### config.mk
export PLATFORM = sky130hd
export DESIGN_NAME = irq_ctrl
export DESIGN_NICKNAME = d
export VERILOG_FILES = /design/src/rtl/irq_pkg.sv /design/src/rtl/irq_prio_enc.sv /design/src/rtl/irq_ctrl.sv
export SDC_FILE = /design/constraint.sdc
export NUM_CORES = 1
export LEC_CHECK = 0
export ABC_AREA = 1
export CAP_MARGIN = 20
export CORE_UTILIZATION = 42
export DETAILED_ROUTE_END_ITERATION = 7
export PLACE_DENSITY = 0.84
export SYNTH_ARGS = -nofsm -noshare
export SYNTH_HDL_FRONTEND = slang
export SYNTH_SLANG_ARGS = --single-unit
### constraint.sdc
create_clock -name clk -period 2.58 [get_ports clk]
set_clock_uncertainty 0.1 [all_clocks]
set_input_delay 0.387 -clock clk [delete_from_list [all_inputs] [get_ports clk]]
set_output_delay 0.387 -clock clk [all_outputs]
set_load 0.02 [all_outputs]
### src/rtl/irq_pkg.sv
// Shared types and limits for the interrupt controller.
//   irq_state_t : controller FSM state encoding
//   IRQ_MAX_SRC : largest supported number of interrupt sources
package irq_pkg;

  typedef enum logic [1:0] {
    IRQ_IDLE,
    IRQ_REQ,
    IRQ_SERVICE
  } irq_state_t;

  localparam int IRQ_MAX_SRC = 16;

endpackage

### src/rtl/irq_prio_enc.sv
// Fixed-priority encoder: the lowest set index of req wins.
// Ports:
//   req   in  NUM_SRC  request vector
//   valid out 1        any request set
//   idx   out ID_W     index of the lowest set request (0 when none)
module irq_prio_enc #(
  parameter int NUM_SRC = 4,
  parameter int ID_W    = 2
) (
  input  logic [NUM_SRC-1:0] req,
  output logic               valid,
  output logic [ID_W-1:0]    idx
);

  always_comb begin
    valid = 1'b0;
    idx   = '0;
    for (int unsigned i = 0; i < NUM_SRC; i++) begin
      if (req[i] && !valid) begin
        valid = 1'b1;
        idx   = ID_W'(i);
      end
    end
  end

endmodule

### src/rtl/irq_ctrl.sv
// Parametrised interrupt controller between external event sources and fetch.
// Rising edges on irq_src set pending bits; unmasked pending sources are
// arbitrated lowest-index-first. One request is serviced at a time: the
// winner's id and payload are captured at grant, interrupt is raised for
// exactly one non-stalled cycle, and the lock is held until rti or rsi.
//
// Configuration macro: IRQ_SYNC_EN -- when defined, irq_src passes through a
// 2-flop synchronizer per bit (two extra cycles edge->pending).
//
// Ports:
//   clk, rst      clock, asynchronous active-high reset
//   irq_src       level inputs, rising edge requests
//   src_data      per-source payload, source i at [i*DATA_W +: DATA_W]
//   mask_wr_en    load mask_wr_data into the mask register (1 = blocked)
//   rti, rsi      release the in-service lock (ignored outside SERVICE)
//   stall         holds the redirect request while high
//   interrupt     redirect/flush request to fetch
//   irq_id        index of the serviced source
//   irq_data      payload captured at grant
//   in_service    high from grant until release
//   pending       current pending bits
module irq_ctrl
  import irq_pkg::*;
#(
  parameter int NUM_SRC = 4,
  parameter int DATA_W  = 32,
  parameter int ID_W    = (NUM_SRC > 1) ? $clog2(NUM_SRC) : 1
) (
  input  logic                      clk,
  input  logic                      rst,
  input  logic [NUM_SRC-1:0]        irq_src,
  input  logic [NUM_SRC*DATA_W-1:0] src_data,
  input  logic                      mask_wr_en,
  input  logic [NUM_SRC-1:0]        mask_wr_data,
  input  logic                      rti,
  input  logic                      rsi,
  input  logic                      stall,
  output logic                      interrupt,
  output logic [ID_W-1:0]           irq_id,
  output logic [DATA_W-1:0]         irq_data,
  output logic                      in_service,
  output logic [NUM_SRC-1:0]        pending
);

  if (NUM_SRC < 1 || NUM_SRC > IRQ_MAX_SRC) begin : g_bad_num_src
    $error("irq_ctrl: NUM_SRC out of range");
  end

  irq_state_t          state, state_nxt;
  logic [NUM_SRC-1:0]  irq_src_q;
  logic [NUM_SRC-1:0]  irq_src_prev;
  logic [NUM_SRC-1:0]  pend_q;
  logic [NUM_SRC-1:0]  mask_q;
  logic [NUM_SRC-1:0]  pend_set;
  logic [NUM_SRC-1:0]  pend_clr;
  logic [NUM_SRC-1:0]  pend_nxt;
  logic [NUM_SRC-1:0]  req;
  logic                win_valid;
  logic [ID_W-1:0]     win_idx;
  logic [DATA_W-1:0]   win_data;
  logic                grant;

`ifdef IRQ_SYNC_EN
  logic [NUM_SRC-1:0] sync_s1;
  logic [NUM_SRC-1:0] sync_s2;

  always_ff @(posedge clk or posedge rst) begin
    if (rst) begin
      sync_s1 <= '0;
      sync_s2 <= '0;
    end else begin
      sync_s1 <= irq_src;
      sync_s2 <= sync_s1;
    end
  end

  assign irq_src_q = sync_s2;
`else
  assign irq_src_q = irq_src;
`endif

  assign pend_set = irq_src_q & ~irq_src_prev;
  assign req      = pend_q & ~mask_q;

  irq_prio_enc #(
    .NUM_SRC (NUM_SRC),
    .ID_W    (ID_W)
  ) u_prio (
    .req   (req),
    .valid (win_valid),
    .idx   (win_idx)
  );

  always_comb begin
    state_nxt = state;
    grant     = 1'b0;
    case (state)
      IRQ_IDLE: begin
        if (win_valid) begin
          grant     = 1'b1;
          state_nxt = IRQ_REQ;
        end
      end
      IRQ_REQ: begin
        if (!stall) state_nxt = IRQ_SERVICE;
      end
      IRQ_SERVICE: begin
        if (rti || rsi) state_nxt = IRQ_IDLE;
      end
      default: state_nxt = IRQ_IDLE;
    endcase
  end

  // Clear mask and payload mux are decoded by comparison so non-power-of-two
  // NUM_SRC never indexes past the vector.
  always_comb begin
    pend_clr = '0;
    win_data = '0;
    for (int unsigned i = 0; i < NUM_SRC; i++) begin
      if (win_idx == ID_W'(i)) begin
        pend_clr[i] = grant;
        win_data    = src_data[i*DATA_W +: DATA_W];
      end
    end
  end

  // Set is OR-ed after the clear so a fresh edge is never lost.
  assign pend_nxt = (pend_q & ~pend_clr) | pend_set;

  always_ff @(posedge clk or posedge rst) begin
    if (rst) begin
      state        <= IRQ_IDLE;
      irq_src_prev <= '0;
      pend_q       <= '0;
      mask_q       <= '0;
      irq_id       <= '0;
      irq_data     <= '0;
    end else begin
      state        <= state_nxt;
      irq_src_prev <= irq_src_q;
      pend_q       <= pend_nxt;
      if (mask_wr_en) mask_q <= mask_wr_data;
      if (grant) begin
        irq_id   <= win_idx;
        irq_data <= win_data;
      end
    end
  end

  assign interrupt  = (state == IRQ_REQ);
  assign in_service = (state != IRQ_IDLE);
  assign pending    = pend_q;

endmodule

==> key figures, run 1 <==
Worst setup path
  • Crit path cell chain: nor2_2, inv_1, clkdlybuf4s50_1
  • Worst setup SP type: flip-flop
  • Buffers & Inverters on Critical Path: 2
  • R2R Path End: irq_data[19]
  • Critical path's slowest cell: clkdlybuf4s50_1
  • FF-to-FF path depth: 9
  • R2r setup slk: 0.54 ns
  • Arrival time at the worst endpoint: 1.56 ns
  • WP data required: around 2.1 ns
  • Critical Path End Type: output pin
  • Crit path kind: flip-flop to output pin
  • Crit-path leading delay family: buffers and inverters
  • Reg-to-reg critical path startpoint: pending[1]
  • Worst-path maximum fanout: 4
  • CP max stage delay: approximately 0.63 ns

Place
  • RD Place Congestion: 0.8731
  • Placed Cells incl. Taps: 740
  • Final HPWL DP: 7.834 mm
  • # port buffers: ~180
  • Dpl ws: around 0.54 ns

Clock network
  • Clock Root Buffer: clkbuf_8
  • # clock sinks: 48
  • CTS Hold Bufs: 0
  • Post-CTS setup buffers: 0
  • Clock latency on the worst-skew pair: ~0.30 ns
  • Resized Gates After CTS: 0
  • # H-tree levels: 2
  • Reg clk slew, reported paths: 0.09 ns
  • CTS tree: built
  • Clock buffer depth: 2
  • Number of CTS-inserted buffers: 5

Final layout
  • Synth-to-Final Area Change: 60.81%
  • Final Non-Filler Cells: approximately 750
  • Ant. Diodes: 0
  • Layout cells sized above 1: 6.481%
  • Nets@finish: 790
  • Fillers: 618

Detailed routing
  • Routed Antenna Nets: 0
  • # DRC: 0
  • Drt wl/cell: 13.73 um
  • Detailed router's first-iteration violation count: 157
  • Via-per-instance ratio: about 4.9
  • Via count: 3643
  • Drt total wl: about 10 mm
  • Drt pass-1 iters: 4

STA
  • Rel. slew slack: 61.76%
  • Worst slew pin tran: 0.5728 ns
  • Endpoints failing setup: 0
  • Period utilization: 79.48%
  • Min setup slack post-route: 0.5294 ns
  • Fmax: approximately 490 MHz
  • Final Hold Viols: 0
  • Minimum clock period: 2.051 ns
  • RSZ-0062 raised after global routing: false
  • Max-slew violations: 0
  • Post-Route Hold Slack: 0.3122 ns
  • TNS Setup: 0 ns

Logic synthesis
  • Distinct cells, synth: 26
  • Post-synthesis sequential area ratio: 37.93%
  • Syn nets: 622
  • Synthesized area per cell: 6.597 sq um
  • Synthesized instance count: 480
  • EDFF count, synth: 0
  • Mapped Area: 0.003167 sq mm
  • Top_reg_cell synth: dfrtp_1
  • Yosys Warn Count: 0
  • Asr flop ratio synth: 100.0%
  • Synthesized flop and latch total: 48

Power
  • VDD IR-drop max: between 300 and 400 uV
  • P_leak: 2.479 nW
  • Cell area power density: 954.4 mW/mm^2

Run status
  • Status: finished, final reports clean

Hold path
  • Worst hold stages: 1
  • Hold endpoint: pending[1]
  • Hold_sp: irq_src_prev[1]
  • HP Class: flip-flop to flip-flop

Global routing
  • Number of global-route vias before repair: about 3400
  • GR Overflow Total: 0
  • Largest net degree at the start of global routing: 56
  • Initial antenna violation count: 0
  • First-pass GRT wire length: 15.73 mm
  • Aggregate global-route resource usage: 26.22%

Floorplanning
  • Die W: 88.83 um
  • Num rows: 31
  • Die area: ~0.0079 sq mm
  • Core ar.: 0.007253 sq mm
  • IO Pins: 182
  • Initial Utilization: 43.66%
  • Chip Height: 88.83 um

Flow run
  • Max_cap viols: 0
==> Yosys cell counts (4+ instances only) <==
cell type  number  share of area, %
or2_0           5              0.99
o21ai_1         6              0.95
o21ai_0        17               2.7
inv_1          57               6.8
a21oi_1        31               4.9
buf_6           4               1.4
nand2_1       146                17
nor2_1         62               7.3
nand4_1        15               3.0
nand3_1        33               5.2
buf_2          14               2.2
or2_2           7               1.4
or2_1           5              0.99
inv_2           7              0.83
dfrtp_1        48                38
==> worst reg2reg max path: cells and delay by family, from the launching register on <==
| family | cells | cell delay, ns |
|---|---|---|
| buffers and inverters | 2 | 0.36 |
| flip-flops | 1 | 0.41 |
| AND/OR/NAND/NOR | 7 | 1.11 |
==> worst max-delay path by stage <==
| stage | endpoint | depth (start not counted) | startpoint |
|---|---|---|---|
| floorplan | irq_data[0] | 1 | rst |
| global placement | pending[0] | 8 | pending[1] |
| detailed placement | pending[0] | 8 | pending[1] |
| CTS | pending[0] | 8 | pending[1] |
| global route | pending[0] | 8 | pending[1] |
| finish | in_service | 3 | state[1] |
==> where the power goes <==
group	internal, mW	switching, mW	total [mW]	leakage [nW]
clock network	0.184	0.254	0.438	0.0400
logic	1.33	1.82	3.15	1.87
registers	1.07	0.196	1.27	0.568
==> routing by layer <==
metal / vias to the layer above / track usage, % / share of wire [%]
met5: - / 0 / 0
met4: 0 / 6.598 / 1.3
met3: 12 / 6.530 / 9.0
met2: 160 / 50.21 / 51
met1: 1648 / 28.68 / 39
li1: 1823 / - / -
==> layout by cell type (no fill, tap or decap) <==
| cell | Yosys | final |
|---|---|---|
| clkbuf_8 | 0 | 5 |
| nor2_1 | 62 | 62 |
| buf_12 | 0 | 2 |
| inv_2 | 7 | 8 |
| nand3_1 | 33 | 33 |
| a21oi_1 | 31 | 31 |
| nand2_4 | 3 | 3 |
| or2_0 | 5 | 5 |
| o21ai_1 | 6 | 6 |
| nand2_1 | 146 | 146 |
| clkinv_2 | 0 | 1 |
| o31ai_1 | 1 | 1 |
| clkdlybuf4s50_1 | 0 | 181 |
| nor2_8 | 1 | 1 |
| buf_4 | 3 | 3 |
| nand4_1 | 15 | 15 |
| nor2_4 | 1 | 1 |
| dfrtp_1 | 48 | 48 |
| nand4_2 | 2 | 2 |
| nor2_2 | 3 | 3 |
| o21ai_0 | 17 | 17 |
| nand2_2 | 3 | 3 |
| clkinvlp_4 | 0 | 1 |
| nand3_2 | 2 | 2 |
| or2_1 | 5 | 5 |
| inv_1 | 57 | 56 |
| or2_2 | 7 | 7 |
==> state kept, by name (all words and copies together), names as in the netlist <==
signal and count:
irq_data 32, irq_src_prev 4, mask_q 4, pending 4
irq_id 2, state 2
==> layout make-up <==
cell class	count	area, sq um	area share (%)
sequential	48	1201	23.59
multi-input combinational	343	1572	30.86
inverter	64	240.2	4.717
tap	99	123.9	2.432
clock buffer	5	68.82	1.351
timing repair buffer	186	1874	36.81
clock inverter	2	12.51	0.2457
==> metrics by stage <==
stage,power [mW],area (sq um),util (%)
finish,4.860,5092,70.21
CTS,4.906,5092,70.21
floorplan,3.254,3167,-
detailed placement,4.455,5011,69.09
global route,5.280,5092,70.21
global placement,4.364,5011,69.09
==> cells by family after synthesis <==
kind of cell,share of synthesized area [%]
simple gates,40.85
flops,37.93
compound gates,8.771
buf+inv,12.45
No activity file was read; power rests on OpenSTA's default activity.
==> run 2, diff against run 1 <==
--- a/config.mk
+++ b/config.mk
@@ -7,9 +7,9 @@
 export LEC_CHECK = 0
 export ABC_AREA = 1
 export CAP_MARGIN = 20
-export CORE_UTILIZATION = 42
+export CORE_UTILIZATION = 35
 export DETAILED_ROUTE_END_ITERATION = 7
-export PLACE_DENSITY = 0.84
+export PLACE_DENSITY = 0.75
 export SYNTH_ARGS = -nofsm -noshare
 export SYNTH_HDL_FRONTEND = slang
 export SYNTH_SLANG_ARGS = --single-unit
==> constraint.sdc (replaced) <==
create_clock -name clk -period 1.84 [get_ports clk]
set_clock_uncertainty 0.1 [all_clocks]
set_input_delay 0.276 -clock clk [delete_from_list [all_inputs] [get_ports clk]]
set_output_delay 0.276 -clock clk [all_outputs]
set_load 0.02 [all_outputs]
==> key figures, run 2 (synthesized netlist as in run 1, its figures left out) <==
Run status
  • Status: finished, final reports clean

Power
  • P_leak: 2.545 nW
  • Cell area power density: about 1400 mW/mm^2
  • VDD IR-drop max: around 570 uV

Worst setup path
  • CP max stage delay: ~0.65 ns
  • Worst setup SP type: flip-flop
  • Crit-path leading delay family: buffers and inverters
  • Arrival time at the worst endpoint: 1.41 ns
  • Worst-path maximum fanout: 3
  • Buffers & Inverters on Critical Path: 1
  • Critical Path End Type: output pin
  • Crit path cell chain: clkdlybuf4s50_1
  • Critical path's slowest cell: clkdlybuf4s50_1
  • WP data required: 1.46 ns
  • Crit path kind: flip-flop to output pin

Detailed routing
  • Detailed router's first-iteration violation count: 105
  • Drt total wl: 10.32 mm
  • Via-per-instance ratio: 4.744
  • # DRC: 0
  • Routed Antenna Nets: 0
  • Drt pass-1 iters: 5
  • Drt wl/cell: 13.47 um
  • Via count: 3634

Final layout
  • Layout cells sized above 1: 7.903%
  • Post-layout util: 59.68%
  • Commonest non-fill, non-tap cell in the layout: clkdlybuf4s50_1
  • Final instance area: 0.005205 sq mm
  • Fillers: 809
  • Biggest register: irq_data
  • Synth-to-Final Area Change: 64.36%
  • Nets@finish: 799
  • Storage cell area: 0.001201 sq mm
  • Ant. Diodes: 0
  • Multi-input logic area: 0.001572 sq mm
  • Commonest cells after routing, fill and taps aside: clkdlybuf4s50_1, nand2_1, nor2_1, inv_1, dfrtp_1
  • Max reg flops: 32

Floorplanning
  • IO Pins: roughly 180
  • Die area: approximately 0.0094 sq mm
  • Die W: 97.12 um
  • Num rows: 34
  • Initial Utilization: roughly 36%
  • Chip Height: approximately 97 um
  • Core ar.: 0.008721 sq mm

STA
  • Fmax: 561.1 MHz
  • Worst slew pin tran: 0.4534 ns
  • RSZ-0062 raised after global routing: false
  • Final Hold Viols: 0
  • Endpoints failing setup: 0
  • Period utilization: 96.86%
  • Minimum clock period: 1.782 ns
  • TNS Setup: 0 ns
  • Rel. slew slack: 69.73%
  • Max-slew violations: 0

Global routing
  • Number of global-route vias before repair: approximately 3600
  • Initial antenna violation count: 0
  • Aggregate global-route resource usage: 21.82%
  • Largest net degree at the start of global routing: 48
  • First-pass GRT wire length: 16.59 mm
  • GR Overflow Total: 0

Clock network
  • Clock Root Buffer: clkbuf_8
  • # H-tree levels: 2
  • Number of CTS-inserted buffers: 5
  • Clock buffer depth: 2
  • Clock latency on the worst-skew pair: 0.30 ns
  • Reg clk slew, reported paths: 0.09 ns
  • CTS tree: built
  • # clock sinks: 48
  • Post-CTS setup buffers: 0

Place
  • # port buffers: 181
  • Area after DPL: slightly above 0.005 sq mm
  • RD Place Congestion: 0.8424
  • Final HPWL DP: about 8.0 mm

Hold path
  • HP Class: input pin to asynchronous set/reset pin

Flow run
  • Max_cap viols: 0
[run 2: path summary, 6_finish.rpt]
path                       depth (start not counted)      endpoint            start  slack (ns)
setup / recovery                                   1    pending[0]       pending[0]        0.06
hold / removal                                     2  irq_data[13]              rst        0.19
setup reg to reg                                   8  irq_data[29]       pending[1]        0.21
hold reg to reg                                    1    pending[1]  irq_src_prev[1]        0.32
max in group asynchronous                          3  irq_data[28]              rst        0.93
min in group clk                                   1    pending[1]  irq_src_prev[1]        0.32
[run 2: timing repair]
item | in CTS | in global routing
resized for setup | 2 | 0
hold buffers | 0 | 0
hold endpoints to repair | 0 | 0
endpoints found under the setup margin | 2 | 0
[run 2: area by class of cell]
type,instances,share of cell area [%]
Tap cell,108,2.596
Clock buffer,6,1.587
Inverter,64,4.615
Sequential cell,48,23.08
Clock inverter,2,0.1923
Multi-Input combinational cell,343,30.19
Timing Repair Buffer,195,37.74
[run 2: routing by layer]
metal	track usage, %	routed length [um]
met5	0	0
met4	6.889	184
met3	5.540	770
met2	40.09	5163
met1	24.53	4198
[run 2: power breakdown]
part	internal, mW	switching (mW)	total [mW]	leakage (nW)
combinational	2.00	2.58	4.59	1.93
sequential	1.51	0.287	1.79	0.568
clock	0.301	0.357	0.657	0.0510
[run 2: per-stage QoR]
step	hold slack [ns]	worst slack, ns	instances	total power [mW]
detailed placement	0.3059	0.2341	758	6.440
global placement	0.2991	0.2506	758	6.308
floorplan	0.2074	0.3195	480	4.563
finish	0.1907	0.05778	766	7.040
CTS	0.2049	0.03307	766	7.100
global route	0.2396	0.008560	766	7.625
==> run 3, diff against run 2 <==
--- a/config.mk
+++ b/config.mk
@@ -7,9 +7,9 @@
 export LEC_CHECK = 0
 export ABC_AREA = 1
 export CAP_MARGIN = 20
-export CORE_UTILIZATION = 35
+export CORE_UTILIZATION = 39
 export DETAILED_ROUTE_END_ITERATION = 7
-export PLACE_DENSITY = 0.75
+export PLACE_DENSITY = 0.79
 export SYNTH_ARGS = -nofsm -noshare
 export SYNTH_HDL_FRONTEND = slang
 export SYNTH_SLANG_ARGS = --single-unit
==> constraint.sdc (replaced) <==
create_clock -name clk -period 1.7 [get_ports clk]
set_clock_uncertainty 0.1 [all_clocks]
set_input_delay 0.255 -clock clk [delete_from_list [all_inputs] [get_ports clk]]
set_output_delay 0.255 -clock clk [all_outputs]
set_load 0.02 [all_outputs]
==> key figures, run 3 (synthesized netlist as in run 1, its figures left out) <==
Clock network
  • Post-CTS setup buffers: 0
  • Number of CTS-inserted buffers: 5
  • Clock buffer depth: 2
  • Reg clk slew, reported paths: 0.08 ns
  • CTS tree: built
  • Clock latency on the worst-skew pair: ~0.3 ns
  • Clock Root Buffer: clkbuf_8
  • # H-tree levels: 2
  • # clock sinks: 48

Final layout
  • Nets@finish: ~800
  • Commonest cells after routing, fill and taps aside: clkdlybuf4s50_1, nand2_1, nor2_1, inv_1, dfrtp_1
  • Biggest register: irq_data
  • Fillers: 710
  • Ant. Diodes: 0
  • Max reg flops: 32
  • Final Non-Filler Cells: 764
  • Commonest non-fill, non-tap cell in the layout: clkdlybuf4s50_1
  • Storage cell area: 0.001201 sq mm
  • Multi-input logic area: 0.001585 sq mm
  • Layout cells sized above 1: under 10%
  • Synth-to-Final Area Change: 66.69%

Power
  • VDD IR-drop max: 596.9 uV
  • Cell area power density: 1449 mW/mm^2
  • P_leak: 2.629 nW
  • Pint: ~4.2 mW
  • Sw Ratio: 45.04%
  • Clk pwr share: a little under a tenth
  • Comb power frac: about two thirds
  • Sequential power share: around 25%
  • Switch Pwr: between 3 and 4 mW

STA
  • Max-slew violations: 0
  • Fmax: 605.1 MHz
  • Rel. slew slack: between 80 and 90%
  • Period utilization: 97.22%
  • Min setup slack post-route: roughly 0.047 ns
  • Minimum clock period: 1.653 ns
  • Worst slew pin tran: 0.2974 ns
  • RSZ-0062 raised after global routing: false
  • Endpoints failing setup: 0
  • Final Hold Viols: 0
  • TNS Setup: 0 ns

Worst setup path
  • Crit path cell chain: clkdlybuf4s50_1
  • Crit path kind: flip-flop to output pin
  • Worst setup SP type: flip-flop
  • Buffers & Inverters on Critical Path: 1
  • Critical Path End Type: output pin
  • Worst-path maximum fanout: 2
  • Crit-path leading delay family: buffers and inverters
  • Arrival time at the worst endpoint: roughly 1.3 ns
  • WP data required: 1.34 ns
  • CP max stage delay: 0.62 ns
  • Critical path's slowest cell: clkdlybuf4s50_1

Global routing
  • Largest net degree at the start of global routing: 49
  • Number of global-route vias before repair: 3518
  • GR Overflow Total: 0
  • First-pass GRT wire length: about 16 mm
  • Aggregate global-route resource usage: 24.20%
  • Initial antenna violation count: 0

Detailed routing
  • Via count: between 3000 and 4000
  • Drt wl/cell: 12.94 um
  • Routed Antenna Nets: 0
  • # DRC: 0
  • Detailed router's first-iteration violation count: roughly 150
  • Drt pass-1 iters: 4
  • Drt total wl: 9.883 mm
  • Via-per-instance ratio: 4.788

Run status
  • Status: finished, final reports clean

Floorplanning
  • Num rows: 32
  • Chip Height: 92.11 um
  • IO Pins: about 180
  • Initial Utilization: 40.56%
  • Die area: 0.008484 sq mm
  • Core ar.: between 0.007 and 0.008 sq mm
  • Die W: ~92 um

Flow run
  • Max_cap viols: 0

Hold path
  • HP Class: input pin to asynchronous set/reset pin

Place
  • Placed Cells incl. Taps: 756
  • RD Place Congestion: a little over 0.9
  • # port buffers: roughly 180
  • Final HPWL DP: a little under 8 mm
  • Dpl ws: around 0.11 ns
run 3: cell count changes in the layout (fill, tap and decap cells not counted), sizes merged:
cell	change
buf	+4
clkdlybuf4s50	-8
dlygate4sd2	+2
dlymetal6s2s	+6
run 3: timing repair:
item,CTS,global route
hold buffers,0,0
resized for setup,4,8
endpoints found under the setup margin,4,15
run 3: cell type report:
cell class | count | share of cell area [%]
repair buffers | 199 | 38.49
multi-input cells | 343 | 30.03
flip-flops and latches | 48 | 22.75
inverters | 64 | 4.551
well taps | 102 | 2.418
clock buffers | 6 | 1.564
clock inverters | 2 | 0.1896
run 3: layer usage:
layer	global-route usage [%]	share of wire [%]	up-vias
met1	27.57	39	1639
li1	-	-	1850
met2	44.84	51	153
met3	5.473	8.2	16
met5	0	0	-
met4	6.901	1.6	0
run 3: worst min-delay path: stages:
cell             delay (ns)
clkdlybuf4s50_1        0.42
inv_2                  0.07
buf_12                 0.24
run 3: per-stage QoR:
step / hold WS [ns] / area, sq um / util, % / total power [mW]
after floorplan: 0.1864 / 3167 / - / 4.939
after global placement: 0.3032 / 5162 / 66.12 / 6.903
after detailed placement: 0.3133 / 5162 / 66.12 / 7.017
after CTS: 0.2248 / 5250 / 67.24 / 7.706
after global routing: 0.2379 / 5279 / 67.61 / 8.347
final: 0.2071 / 5279 / 67.61 / 7.650
run 3: power groups by stage:
| stage | clock network [mW] | logic [mW] | registers [mW] |
|---|---|---|---|
| finish | 0.700 | 5.02 | 1.93 |
| detailed placement | 0 | 5.07 | 1.95 |
| global placement | 0 | 4.96 | 1.94 |
| global route | 0.767 | 5.58 | 2.00 |
| CTS | 0.718 | 5.05 | 1.94 |
| floorplan | 0 | 2.50 | 2.43 |
run 3: path summary, 6_finish.rpt:
kind,from,to,slack [ns],cells after the start
max,irq_data[5],irq_data[5],0.05,1
min reg2reg,irq_src_prev[3],pending[3],0.32,1
min in group clk,irq_src[2],irq_src_prev[2],0.31,1
max reg2reg,pending[1],irq_data[9],0.16,6
max in group asynchronous,rst,irq_data[31],1.05,3
min,rst,irq_data[25],0.21,3
